### src/rtl/bp_cce_mode_switch_ctrl.sv
// rtl/bp_cce_mode_switch_ctrl.sv - sequences CCE switches between uncached and cached message units
module bp_cce_mode_switch_ctrl #(
    parameter int max_outstanding_p = 8,
    localparam int cw = ((max_outstanding_p + 1) <= 1) ? 1 : $clog2(max_outstanding_p + 1)
) (
    input  logic          clk_i,
    input  logic          reset_i,
    input  logic          mode_req_i,
    input  logic          lce_req_v_i,
    output logic          lce_req_v_o,
    input  logic          unit_busy_i,
    input  logic          mem_cmd_v_i,
    output logic          mem_cmd_ready_o,
    output logic          mem_cmd_v_o,
    input  logic          mem_cmd_ready_i,
    input  logic          mem_resp_v_i,
    input  logic          mem_resp_yumi_i,
    output logic          sel_uncached_o,
    output logic          switch_busy_o,
    output logic [cw-1:0] outstanding_o,
    output logic          underflow_err_o
);

    typedef enum logic [1:0] {
        e_run    = 2'd0,
        e_drain  = 2'd1,
        e_switch = 2'd2
    } state_e;

    state_e        state_r;
    logic          cur_mode_r;
    logic [cw-1:0] count_r;
    logic          err_r;
    logic          switch_busy_r;

    logic full;
    logic inc;
    logic dec;
    logic mode_match;

    assign full       = (count_r == cw'(max_outstanding_p));
    assign mode_match = (mode_req_i == cur_mode_r);

    // Full gating applies to both handshake directions so the counter can never overflow
    assign mem_cmd_v_o     = mem_cmd_v_i & ~full;
    assign mem_cmd_ready_o = mem_cmd_ready_i & ~full;

    assign inc = mem_cmd_v_o & mem_cmd_ready_i;
    assign dec = mem_resp_v_i & mem_resp_yumi_i;

    // A mismatch blocks hand-over in the very cycle it is first seen
    assign lce_req_v_o = (state_r == e_run) & lce_req_v_i & mode_match;

    assign sel_uncached_o  = cur_mode_r;
    assign switch_busy_o   = switch_busy_r;
    assign outstanding_o   = count_r;
    assign underflow_err_o = err_r;

    always_ff @(posedge clk_i or posedge reset_i) begin
        if (reset_i) begin
            count_r <= '0;
            err_r   <= 1'b0;
        end else begin
            if (inc & ~dec) begin
                count_r <= count_r + cw'(1);
            end else if (dec & ~inc) begin
                if (count_r == '0) begin
                    err_r <= 1'b1;
                end else begin
                    count_r <= count_r - cw'(1);
                end
            end
        end
    end

    always_ff @(posedge clk_i or posedge reset_i) begin
        if (reset_i) begin
            state_r       <= e_run;
            cur_mode_r    <= 1'b1;
            switch_busy_r <= 1'b0;
        end else begin
            case (state_r)
                e_run: begin
                    if (!mode_match) begin
                        state_r       <= e_drain;
                        switch_busy_r <= 1'b1;
                    end
                end
                e_drain: begin
                    // Withdrawal wins over completion of the drain
                    if (mode_match) begin
                        state_r       <= e_run;
                        switch_busy_r <= 1'b0;
                    end else if ((count_r == '0) & ~unit_busy_i & ~inc) begin
                        state_r       <= e_switch;
                        switch_busy_r <= 1'b1;
                    end
                end
                e_switch: begin
                    cur_mode_r    <= ~cur_mode_r;
                    state_r       <= e_run;
                    switch_busy_r <= 1'b0;
                end
                default: begin
                    state_r       <= e_run;
                    switch_busy_r <= 1'b0;
                end
            endcase
        end
    end

endmodule

### config.mk
export PLATFORM = sky130hd
export DESIGN_NAME = bp_cce_mode_switch_ctrl
export DESIGN_NICKNAME = d
export VERILOG_FILES = /design/src/rtl/bp_cce_mode_switch_ctrl.sv
export SDC_FILE = /design/constraint.sdc
export NUM_CORES = 1
export LEC_CHECK = 0
export ABC_AREA = 1
export CAP_MARGIN = 30
export CELL_PAD_IN_SITES_DETAIL_PLACEMENT = 1
export CELL_PAD_IN_SITES_GLOBAL_PLACEMENT = 1
export CORE_ASPECT_RATIO = 0.75
export CORE_MARGIN = 1
export CORE_UTILIZATION = 33
export CTS_CLUSTER_SIZE = 10
export DETAILED_ROUTE_END_ITERATION = 8
export PLACE_DENSITY_LB_ADDON = 0.2
export SYNTH_ARGS = -nofsm -noshare
export SYNTH_HDL_FRONTEND = slang
export SYNTH_SLANG_ARGS = --single-unit
### constraint.sdc
create_clock -name clk_i -period 3.6 [get_ports clk_i]
set_input_delay 0.54 -clock clk_i [delete_from_list [all_inputs] [get_ports clk_i]]
set_output_delay 0.54 -clock clk_i [all_outputs]
set_load 0.02 [all_outputs]
==> reports/qor.yml <==
peakVddDrop_uv: 431
rows: 12
die-width_um: 51.4
crit_type: "primary input to primary output"
met3_usage: 0.0510
p_leak_nw: 0.439
grt_pass1_wl_um: 2260
cts_buffer_depth: 2
worstPathRequired_ns: 3.06
critPathSlowestCell: "clkdlybuf4s50_1"
p_comb_frac: 0.593
fmax_ghz: 0.389
areaGrowthSynthToFinish_pct: 38.5
finalNetCount: 116
postSynthCellCount: 79
ant_nets: 0
min_period_ns: 2.57
initial_core_util: 0.380
synth_cell_type_count: 19
grt_usage: 0.165
relSlewSlack: 0.777
cts_made_buffers: 3
status: "finished clean"
cpPeakStageDelay_ns: 0.60
power_mw: 0.681
grt_pass1_vias: 553
fin_util: 0.526
htree_levels: 1
syn_nets: 93
cts_resized: 0
clk_latency_ns: 0.25
first_pass_iters: 4
intPower_mw: 0.380
synth-async-reset-ratio: 1.00
hold_path_depth: 1
yosysWarnings: 0
maxCapViolCount: 0
totalWireLength_um: 1360
clkTransAtPathRegs_ns: 0.06
timing.final.max_slew_violations: 0
core_um2: 1590
layout-drive-gt1-share: 0.109
setup-tns-final_ns: 0
grt_max_degree: 10
post_drt_via_cell_ratio: 4.29
synth_edf_count: 0
power_frac_seq: 0.299
dieHeight_um: 39.1
switching_share: 0.443
vias: 523
busiest_layer: "met2"
pwr-share-clk: 0.108
crit_cells: 6
cts.hold.buffers_added: 0
worstRegToRegCells: 13
grt_use_met2: 0.302
drc: 0
boundaryPins: 19
portBuffers: 18
startpoint_type: "primary input"
worstMarginPinSlew_ns: 0.334
hold_violations: 0
p_sw_mw: 0.302
drt_iter0_drc: 7
path_max_fanout: 2
synthFlopType: "dfrtp_1"
worstPathArrival_ns: 2.03
place_hpwl_um: 1140
finalClockSkew_ns: 0.00584
gp_congestion: 0.709
numClockSinks: 9
min_path_type: "register to register"
avgSynthCellArea_um2: 7.65
cts_tree: "built"
worstSetupEndpointType: "primary output"
seq_area_frac_synth: 0.375
die-area_um2: 2010
critPathBufInv: 2
rsz0062_at_grt: "no"
wl_per_cell_um: 11.1
finalCritPeriodShare: 0.715
antenna_found_initial: 0
use_met1: 0.188
cp_cell_sequence: "clkdlybuf4s50_1 -> or2_1 -> nand2_2 -> nand2_1 -> nor2_1 -> clkdlybuf4s50_1"
path_delay_family: "buffers and inverters"
cts_root_buffer: "clkbuf_4"
syn-cell-area_um2: 604
cts_setup_buffers: 0
setup_viol_count_final: 0
diodes: 0
cpMostUsedCell: "clkdlybuf4s50_1"
regToRegSetupSlack_ns: 1.49
power_density_nw_per_um2: 814
ys_seq_elements: 9
grt_overflow: 0
area by class of cell:
class	instances	area, µm²
clock buffers	4	26.3
fillers	204	754
well taps	21	26.3
flip-flops and latches	9	226
repair buffers	18	180
inverters	18	67.6
multi-input cells	52	310
power by group through the flow:
stage / Combinational (mW) / Sequential [mW] / Clock [mW]
6_report: 0.404 / 0.204 / 0.0739
2_1_floorplan: 0.212 / 0.248 / 0
5_1_grt: 0.447 / 0.213 / 0.0829
4_1_cts: 0.412 / 0.206 / 0.0771
3_3_place_gp: 0.391 / 0.205 / 0
3_5_place_dp: 0.405 / 0.207 / 0
sequential cells by signal, summed over array words and instances, names as in the netlist:
name	count
state_r	2
switch_busy_o	1
outstanding_o	4
underflow_err_o	1
sel_uncached_o	1
stage by stage:
step | worst slack, ns | area [µm²] | hold WS, ns | std cells
2_1_floorplan | 1.63 | 604 | 0.367 | 79
3_3_place_gp | 1.06 | 811 | 0.466 | 118
3_5_place_dp | 1.03 | 811 | 0.469 | 118
4_1_cts | 1.01 | 837 | 0.482 | 122
5_1_grt | 0.953 | 837 | 0.513 | 122
6_report | 1.03 | 837 | 0.475 | 122
worst register-to-register path: stages, from the launching register on:
cell,delay [ns]
dfrtp_1,0.46
nor2_4,0.16
nand2_1,0.10
nand3_2,0.11
inv_1,0.05
ha_1,0.22
inv_1,0.16
ha_1,0.30
nand2_1,0.07
nand2_1,0.04
nor2_1,0.12
xnor2_1,0.13
nand2_1,0.06
o21ai_0,0.07
cells in the mapped netlist (2+ instances only):
library cell / instances / area (µm²)
nor2_2: 2 / 12.5
inv_1: 17 / 63.8
dfrtp_1: 8 / 200
xor2_1: 2 / 17.5
nand3_1: 3 / 15.0
nand2_1: 20 / 75.1
o21ai_0: 2 / 10.0
xnor2_1: 3 / 26.3
nand2_2: 2 / 12.5
nor2_1: 8 / 30.0
ha_1: 4 / 50.1
cell usage in the layout, fill, tap and decap left out, drive strengths merged:
cell,instances
ha,4
xnor2,3
dfrtp,8
clkdlybuf4s50,18
dfstp,1
nand2,22
clkbuf,4
inv,18
nand4,1
fa,1
or2,1
nor2,11
o21ai,2
o21bai,1
nand3,4
xor2,2
layer usage:
layer | vias up | part of all wire
met5 | - | 0
met4 | 0 | 0
met3 | 0 | 0.077
met2 | 18 | 0.47
met1 | 229 | 0.45
li1 | 276 | -
final timing paths:
kind                                               from                            to
max                                          mode_req_i                   lce_req_v_o
min                         underflow_err_o$_DFFE_PP0P_   underflow_err_o$_DFFE_PP0P_
max in group asynchronous                       reset_i    sel_uncached_o$_DFFE_PP1N_
max reg2reg                outstanding_o[1]$_DFFE_PP0P_  outstanding_o[3]$_DFFE_PP0P_
min reg2reg                 underflow_err_o$_DFFE_PP0P_   underflow_err_o$_DFFE_PP0P_
min in group asynchronous                       reset_i   underflow_err_o$_DFFE_PP0P_
cell families after synthesis:
family / share of synthesized area
XOR/XNOR: 0.0725
buffers and inverters: 0.112
adder cells (fa/ha/maj): 0.116
flip-flops: 0.375
AND/OR/NAND/NOR: 0.296
AO/OA/AOI/OAI: 0.0290
Note: power is estimated with default switching activity, not from simulation.
